File: src/rtl/aurora_link_supervisor.sv
// Bring-up and recovery sequencer for an Aurora link: times reset_pb / pma_init,
// waits for channel_up with a timeout, retries, and re-runs after sustained link loss.
module aurora_link_supervisor #(
  parameter int unsigned PB_LEAD_CYCLES  = 128,
  parameter int unsigned PMA_HOLD_CYCLES = 1000000,
  parameter int unsigned PB_TRAIL_CYCLES = 10000,
  parameter int unsigned LINKUP_TIMEOUT  = 50000000,
  parameter int unsigned DOWN_DEBOUNCE   = 1000,
  parameter int unsigned MAX_RETRIES     = 8
) (
  input  logic        clock,
  input  logic        resetn,
  input  logic        reset_req,
  input  logic        channel_up,
  output logic        reset_pb_out,
  output logic        pma_init_out,
  output logic        link_up,
  output logic        link_failed,
  output logic [7:0]  retry_count,
  output logic [15:0] link_drops,
  output logic [2:0]  state_out
);

  // Counter load values: a duration of N loads N-1; zero durations behave as one cycle.
  localparam logic [31:0] LD_PB_LEAD = (PB_LEAD_CYCLES  == 0) ? 32'd0 : 32'(PB_LEAD_CYCLES  - 1);
  localparam logic [31:0] LD_PMA     = (PMA_HOLD_CYCLES == 0) ? 32'd0 : 32'(PMA_HOLD_CYCLES - 1);
  localparam logic [31:0] LD_TRAIL   = (PB_TRAIL_CYCLES == 0) ? 32'd0 : 32'(PB_TRAIL_CYCLES - 1);
  localparam logic [31:0] LD_TIMEOUT = (LINKUP_TIMEOUT  == 0) ? 32'd0 : 32'(LINKUP_TIMEOUT  - 1);
  localparam logic [31:0] LD_DEB     = (DOWN_DEBOUNCE   == 0) ? 32'd0 : 32'(DOWN_DEBOUNCE   - 1);

  typedef enum logic [2:0] {
    S_PB_LEAD = 3'd0,
    S_PMA     = 3'd1,
    S_TRAIL   = 3'd2,
    S_WAIT_UP = 3'd3,
    S_UP      = 3'd4,
    S_FAILED  = 3'd5
  } state_t;

  state_t      r_state;
  logic [31:0] r_cnt;
  logic        r_sync1;
  logic        r_ch_up_s;
  logic        r_pb;
  logic        r_pma;
  logic        r_link_up;
  logic        r_failed;
  logic [7:0]  r_retry;
  logic [15:0] r_drops;

  logic        w_cnt_zero;
  logic [7:0]  w_retry_inc;
  logic        w_retry_limit;

  assign w_cnt_zero    = (r_cnt == 32'd0);
  assign w_retry_inc   = (r_retry == 8'hFF) ? 8'hFF : r_retry + 8'd1;
  assign w_retry_limit = (MAX_RETRIES != 0) && (32'(w_retry_inc) >= MAX_RETRIES);

  always_ff @(posedge clock or negedge resetn) begin
    if (!resetn) begin
      r_sync1   <= 1'b0;
      r_ch_up_s <= 1'b0;
    end else begin
      r_sync1   <= channel_up;
      r_ch_up_s <= r_sync1;
    end
  end

  always_ff @(posedge clock or negedge resetn) begin
    if (!resetn) begin
      r_state   <= S_PB_LEAD;
      r_cnt     <= LD_PB_LEAD;
      r_pb      <= 1'b1;
      r_pma     <= 1'b0;
      r_link_up <= 1'b0;
      r_failed  <= 1'b0;
      r_retry   <= 8'd0;
      r_drops   <= 16'd0;
    end else if (reset_req) begin
      r_state   <= S_PB_LEAD;
      r_cnt     <= LD_PB_LEAD;
      r_pb      <= 1'b1;
      r_pma     <= 1'b0;
      r_link_up <= 1'b0;
      r_failed  <= 1'b0;
      r_retry   <= 8'd0;
    end else begin
      case (r_state)
        S_PB_LEAD: begin
          if (w_cnt_zero) begin
            r_state <= S_PMA;
            r_cnt   <= LD_PMA;
            r_pma   <= 1'b1;
          end else begin
            r_cnt <= r_cnt - 32'd1;
          end
        end
        S_PMA: begin
          if (w_cnt_zero) begin
            r_state <= S_TRAIL;
            r_cnt   <= LD_TRAIL;
            r_pma   <= 1'b0;
          end else begin
            r_cnt <= r_cnt - 32'd1;
          end
        end
        S_TRAIL: begin
          if (w_cnt_zero) begin
            r_state <= S_WAIT_UP;
            r_cnt   <= LD_TIMEOUT;
            r_pb    <= 1'b0;
          end else begin
            r_cnt <= r_cnt - 32'd1;
          end
        end
        S_WAIT_UP: begin
          // A link arriving on the timeout cycle still counts as success.
          if (r_ch_up_s) begin
            r_state   <= S_UP;
            r_cnt     <= LD_DEB;
            r_link_up <= 1'b1;
            r_retry   <= 8'd0;
          end else if (w_cnt_zero) begin
            r_retry <= w_retry_inc;
            r_pb    <= 1'b1;
            if (w_retry_limit) begin
              r_state  <= S_FAILED;
              r_failed <= 1'b1;
            end else begin
              r_state <= S_PB_LEAD;
              r_cnt   <= LD_PB_LEAD;
            end
          end else begin
            r_cnt <= r_cnt - 32'd1;
          end
        end
        S_UP: begin
          // The shared counter doubles as the debounce run length while up.
          if (r_ch_up_s) begin
            r_cnt <= LD_DEB;
          end else if (w_cnt_zero) begin
            r_state   <= S_PB_LEAD;
            r_cnt     <= LD_PB_LEAD;
            r_pb      <= 1'b1;
            r_link_up <= 1'b0;
            r_drops   <= (r_drops == 16'hFFFF) ? 16'hFFFF : r_drops + 16'd1;
          end else begin
            r_cnt <= r_cnt - 32'd1;
          end
        end
        S_FAILED: begin
          r_pb     <= 1'b1;
          r_pma    <= 1'b0;
          r_failed <= 1'b1;
        end
        default: begin
          r_state   <= S_PB_LEAD;
          r_cnt     <= LD_PB_LEAD;
          r_pb      <= 1'b1;
          r_pma     <= 1'b0;
          r_link_up <= 1'b0;
          r_failed  <= 1'b0;
        end
      endcase
    end
  end

  assign reset_pb_out = r_pb;
  assign pma_init_out = r_pma;
  assign link_up      = r_link_up;
  assign link_failed  = r_failed;
  assign retry_count  = r_retry;
  assign link_drops   = r_drops;
  assign state_out    = r_state;

endmodule
File: config.mk
export PLATFORM = sky130hd
export DESIGN_NAME = aurora_link_supervisor
export DESIGN_NICKNAME = d
export VERILOG_FILES = /design/src/rtl/aurora_link_supervisor.sv
export SDC_FILE = /design/constraint.sdc
export NUM_CORES = 1
export LEC_CHECK = 0
export CORE_ASPECT_RATIO = 0.6
export CORE_MARGIN = 1
export CORE_UTILIZATION = 59
export DETAILED_ROUTE_END_ITERATION = 12
export PLACE_DENSITY_LB_ADDON = 0.3
export SLEW_MARGIN = 20
export SYNTH_ARGS = -nofsm -noshare
export SYNTH_HDL_FRONTEND = slang
export SYNTH_SLANG_ARGS = --single-unit
File: constraint.sdc
create_clock -name clock -period 3.2 [get_ports clock]
set_clock_uncertainty 0.15 [all_clocks]
set_input_delay 0.96 -clock clock [delete_from_list [all_inputs] [get_ports clock]]
set_output_delay 0.96 -clock clock [all_outputs]
set_load 0.02 [all_outputs]
* Yosys cells after proc, flatten, opt, wreduce, memory -nomap -nowiden
Cells that the tools add are included.
** Storage, ports and cells
- Register bits :: 65
- Bits of input ports :: 4
- Output and inout bits :: 31
- Logic and storage cells :: 100
** Cells by class
- $add $sub $neg :: 3
- Order comparisons :: 1
- Equal/unequal tests :: 25
- Mux-type cells :: 42
- Bitwise gates (word level) :: 2
- Reductions and logical operators :: 17
** Operators with widths (count)
- 2-to-1 mux 32 bit :: 9
- one-hot mux 32 bit (6 select lines) :: 1
- 2-to-1 mux 8 bit :: 5
- zero test 32 bit :: 1
- subtractor 32 x 1 -> 32 bit, second input constant :: 1
- != test 3 bit, second input constant :: 10
- 2-to-1 mux 3 bit :: 9
- one-hot mux 3 bit (6 select lines) :: 1
- adder 16 x 1 -> 16 bit, second input constant :: 1
- equality test 16 bit, second input constant :: 1
- 2-to-1 mux 16 bit :: 1
- AND reduction 4 bit :: 4
- 2-to-1 mux 1 bit :: 12
- one-hot mux 1 bit (3 select lines) :: 4
- adder 8 x 1 -> 8 bit, second input constant :: 1
- equality test 8 bit, second input constant :: 1
- greater-or-equal comparator 8 x 4 -> 1 bit, second input constant :: 1
- != test 2 x 1 -> 1 bit, second input constant :: 4
- OR reduction 4 bit :: 2
- AND reduction 7 bit :: 1
- equality test 3 x 2 -> 1 bit, second input constant :: 2
- equality test 3 bit, second input constant :: 2
- != test 5 bit, second input constant :: 1
- != test 4 bit, second input constant :: 1
- other kinds (11) :: 14

* Depth between registers and ports, before layout
- Depth after elaboration :: 8
- Gate-level depth with buffers :: 9
- Gate-level depth less buffers :: 7

* Least setup slack after synthesis
OpenSTA, ideal clock, no wires.
- Path type :: register to register
- Start :: register r_cnt[26]
- End :: register r_state[0], in the netlist state_out[0]
- Setup time :: 0.125 ns
- Data arrival time :: 2.331 ns
- Path slack :: 0.594 ns
- Cell stages (with the launch flop) :: 8
- Path buffers :: 2
- Clock period less this slack :: 2.606 ns
- Cell sequence :: dfrtp_1 -> or4_1 -> buf_2 -> or2_1 -> buf_6 -> or3_4 -> o21ai_2 -> mux2_2
** On the way
- Word-level cells in the longest chain between the ends :: 3
- Elaborated cells on any way between the ends :: 7
** RTL lines
- start: declaration :: RTL line 41 : logic [31:0] r_cnt;
- start signal: assignment :: RTL line 95 : r_cnt <= r_cnt - 32'd1;
- start signal: assignment :: RTL line 104 : r_cnt <= r_cnt - 32'd1;
- start signal: assignment :: RTL line 113 : r_cnt <= r_cnt - 32'd1;
- zero test 32 bit * :: RTL line 55 : assign w_cnt_zero = (r_cnt == 32'd0);
- != test 4 bit (no source line) / != test 3 bit (equally long branches)
- AND reduction 7 bit (no source line) *
- end signal: assignment :: RTL line 71 : r_state <= S_PB_LEAD;
- end signal: assignment :: RTL line 80 : r_state <= S_PB_LEAD;
- end signal: assignment :: RTL line 91 : r_state <= S_PMA;
- end: declaration :: RTL line 40 : state_t r_state;
Mark *: on every way between the ends. The rest lies on a longest branch, timed or not.
A chain may end at the register's enable or synchronous reset.

* Worst setup path after layout
- Start :: register r_cnt[1]
- End :: register r_cnt[2]
** On the way
- Word-level cells in the longest chain between the ends :: 5
- Elaborated cells on any way between the ends :: 13
** RTL lines
- subtractor 32 x 1 -> 32 bit / zero test 32 bit (equally long branches)
- 2-to-1 mux 32 bit (on tied branches) :: RTL line 141, 123
- 2-to-1 mux 32 bit (on tied branches) :: RTL line 139, 118
- one-hot mux 32 bit (6 select lines) :: RTL line 88 : case (r_state)
- 2-to-1 mux 32 bit :: RTL line 79 : end else if (reset_req) begin
Parallel ways exist; a longest one is shown, timed or not.

==> parameters.txt <==
Parameter                              Value

Critical path
  Worst reg-to-reg setup slack ... 160 ps
  Depth of the worst register-to-register path ... 8
  Beginning of the worst register-to-register path ... r_cnt[1]$_DFFE_PN1P_
  Data arrival at the endpoint of the critical path ... between 3000 and 4000 ps
  Setup CP Type ... reg -> reg
  R2R Path End ... r_cnt[2]$_DFFE_PN1P_
  Largest fanout on the critical path ... 8
  Cell with the biggest individual delay on the critical path ... o31ai_2
  Slowest Stage Delay on Critical Path ... roughly 710 ps
  Worst path required time ... 3300 ps
  Launching element type of the critical path ... flop
  Critical-path cell list ... inv_1 > ha_1 > nor2b_1 > nand4_1 > buf_4 > o31ai_2 > nor2_1 > o31ai_1
  CP endpoint kind ... flop

Finish
  Count of inserted antenna diode cells ... 0
  Share of cells above drive strength 1 ... between 15 and 20%
  Fin util ... around three quarters
  Layout net count ... slightly above 500
  Area Growth Syn to Fin ... 21.5%
  Filler cell count in the final layout ... 464

Route
  Routed vias ... approximately 4,200
  Vias per inst ... ~7.1
  Routed WL ... 12.4 mm
  Starting DRC count in detailed routing ... 594
  Detail Route Antenna Nets ... 0
  WL/cell ... between 20 and 25 µm
  Remaining DRCs ... 0
  Number of detailed-routing iterations run before antenna repair ... 6

Power
  Power Total ... about 2.2 mW
  Power Density ... around 430 nW/µm²
  Worst ir drop on vdd ... 482 µV
  Leakage power summed over all cells ... between 2 and 2.5 nW

Timing
  Worst Setup Slack, final ... 159 ps
  # setup viols final ... 0
  Relative slew slack ... 44.6%
  Max Clock Freq ... 0.329 GHz
  Final cycle utilization of the critical path ... 95.0%
  Post-Route Setup TNS ... 0 ps
  Final period demand of the worst path ... ~3000 ps
  Transition time at the pin with the least slew margin ... 826 ps
  Unrepaired setup endpoints after global routing ... no
  Slew Viols, Final ... 0
  Final-layout worst hold slack ... approximately 220 ps
  Final hold viol count ... 0

Synthesis
  Post-synthesis cell type count ... 71
  Fraction of synthesis flops using an asynchronous set or reset pin ... between 90% and 100%
  Syn avg cell area ... about 9 µm²
  Warning count from the yosys run ... 0
  Post-synth EDFFs ... 0
  Sequential fraction of the synthesis area ... 39.6%
  Cell area after synthesis ... between 4000 and 5000 µm²
  Prevailing post-synth register cell ... dfrtp_1
  Number of synthesized register bits ... 65
  Gate count after technology mapping ... between 400 and 500
  Synthesized netlist net count ... 465

Status
  Outcome ... finished clean

Place
  Half-perimeter wire length of the detailed placement result ... roughly 8.5 mm
  Routability cong. ... approximately 1.0
  Worst slack at placement ... around 140 ps
  Port buffer count ... 34

Min path
  Worst Hold Endpoint ... r_ch_up_s$_DFF_PN0_
  Hold Path Cell Cnt ... 0
  Worst hold path startpoint ... r_sync1$_DFF_PN0_
  Hold WC Path Type ... reg -> reg

Run
  Max-Cap Viols ... 0

Clock tree
  Post-CTS sizing ... 0
  CTS tree ... yes
  Worst-path clk slew ... around 60 ps
  Number of sinks handled by clock tree synthesis ... 65
  Root buffer selected by CTS ... clkbuf_16
  Setup Fix Bufs, Post-CTS ... 0
  Worst-Skew Late Latency ... approximately 340 ps
  CTS H-tree lvls ... 3
  Buffer depth of the longest clock path ... 2
  Hold-fix buffer count after cts ... 0
  Total clock buffers created by CTS ... 9

Floorplanning
  Die height ... 66.8 µm
  Die W ... ~110 µm
  Effective utilization at floorplan ... about three fifths
  Placeable Area ... 6730 µm²
  Top-Level Pins ... 35
  Cell Rows ... 23
  Total die area ... 7350 µm²

Global route
  Largest net degree at the start of global routing ... 38
  GRT overflow ... 0
  Initial antenna violation count ... 0
  Via count of the first global-routing pass ... just under 4,000
  Global routing usage summed across all routing layers ... a little under two fifths
  Global-route wire length before repair ... about 20 mm
[registers in the layout, summed over array words and instances, names as in the netlist]
| signal | count |
|---|---|
| r_sync1 | 1 |
| r_ch_up_s | 1 |
| link_up | 1 |
| link_failed | 1 |
| pma_init_out | 1 |
| r_cnt | 32 |
| link_drops | 16 |
| reset_pb_out | 1 |
| retry_count | 8 |
| state_out | 3 |
[area by class of cell]
type	instances	area (µm²)	share of cell area (%)
Clock buffer	9	225	4.49
Multi-Input combinational cell	350	2310	46.0
Timing Repair Buffer	66	588	11.7
Clock inverter	7	95.1	1.89
Sequential cell	65	1640	32.6
Inverter	16	60.1	1.20
Tap cell	87	109	2.17
[Yosys cell counts, types with 4 or more instances]
| master | count | area, µm² |
|---|---|---|
| a211oi_1 | 7 | 52.6 |
| a21boi_0 | 8 | 60.1 |
| a21o_1 | 4 | 30.0 |
| a21oi_1 | 22 | 110 |
| a31oi_1 | 16 | 100 |
| a32o_1 | 5 | 50.1 |
| a41oi_1 | 4 | 35.0 |
| and2_1 | 4 | 25.0 |
| and3_1 | 9 | 56.3 |
| and4_1 | 8 | 70.1 |
| clkbuf_1 | 18 | 67.6 |
| dfrtp_1 | 57 | 1430 |
| dfstp_2 | 8 | 210 |
| inv_1 | 16 | 60.1 |
| mux2_2 | 5 | 56.3 |
| mux2i_1 | 6 | 60.1 |
| nand2_1 | 31 | 116 |
| nand2b_1 | 4 | 25.0 |
| nand3_1 | 22 | 110 |
| nand4_1 | 18 | 113 |
| nor2_1 | 26 | 97.6 |
| nor2b_1 | 5 | 31.3 |
| nor3_1 | 22 | 110 |
| nor3b_1 | 5 | 37.5 |
| nor4_1 | 6 | 37.5 |
| o211ai_1 | 6 | 45.0 |
| o21ai_0 | 22 | 110 |
| o22a_1 | 6 | 52.6 |
| or3_1 | 7 | 43.8 |
| or4_1 | 6 | 45.0 |
| xnor2_1 | 7 | 61.3 |
[stage by stage]
step | cells | instance area [µm²]
final | 600 | 5020
after global routing | 600 | 5020
after CTS | 600 | 5020
after detailed placement | 584 | 4700
after global placement | 584 | 4700
after floorplan | 458 | 4130
[placed cells by master, fill, tap and decap left out, types with 18 or more instances in the layout]
cell type        Yosys  final
nor3_1              22     22
buf_4                0     31
nand3_1             22     22
nor2_1              26     26
clkdlybuf4s50_1      0     33
nand4_1             18     18
o21ai_0             22     22
dfrtp_1             57     57
nand2_1             31     31
a21oi_1             22     22
[where the power goes]
group | leakage (nW) | total [mW] | internal [mW] | switching, mW
clock | 0.155 | 1.07 | 0.681 | 0.388
sequential | 0.868 | 0.907 | 0.864 | 0.0431
combinational | 1.08 | 0.174 | 0.0717 | 0.102
[worst max path at each step]
| stage | start | end | slack, ps |
|---|---|---|---|
| 6_report | r_cnt[1]$_DFFE_PN1P_ | r_cnt[2]$_DFFE_PN1P_ | 160 |
| 5_1_grt | r_cnt[1]$_DFFE_PN1P_ | r_cnt[2]$_DFFE_PN1P_ | 7 |
| 4_1_cts | r_cnt[1]$_DFFE_PN1P_ | r_cnt[2]$_DFFE_PN1P_ | 200 |
| 3_5_place_dp | reset_req | link_drops[5]$_DFFE_PN0P_ | 140 |
| 3_3_place_gp | reset_req | r_cnt[27]$_DFFE_PN0P_ | 230 |
| 2_1_floorplan | r_cnt[26]$_DFFE_PN0P_ | state_out[0]$_DFFE_PN0P_ | 590 |
[cells by family after synthesis]
logic type               Yosys count  synth area share (%)
adder cells (fa/ha/maj)            3                 0.908
AO/OA/AOI/OAI                    138                  23.9
flip-flops                        65                  39.6
buffers and inverters             43                  4.57
AND/OR/NAND/NOR                  187                  25.8
XOR/XNOR                           9                  1.91
multiplexers                      13                  3.36
[routing by layer]
metal  GRT usage (%)  vias to the layer above  wire, µm
met5               0                        -         0
met4            9.50                        0       261
met3            12.0                       35      1450
met2            53.1                      266      5320
met1            53.1                     2050      5390
li1                -                     1883         -
[worst max-delay path: cells and delay by family, from the launching register on]
family	cells	cell delay, ps
flip-flops	1	390
buffers and inverters	2	410
AO/OA/AOI/OAI	2	930
AND/OR/NAND/NOR	3	820
adder cells (fa/ha/maj)	1	230
Note: power is estimated with default switching activity, not from simulation.
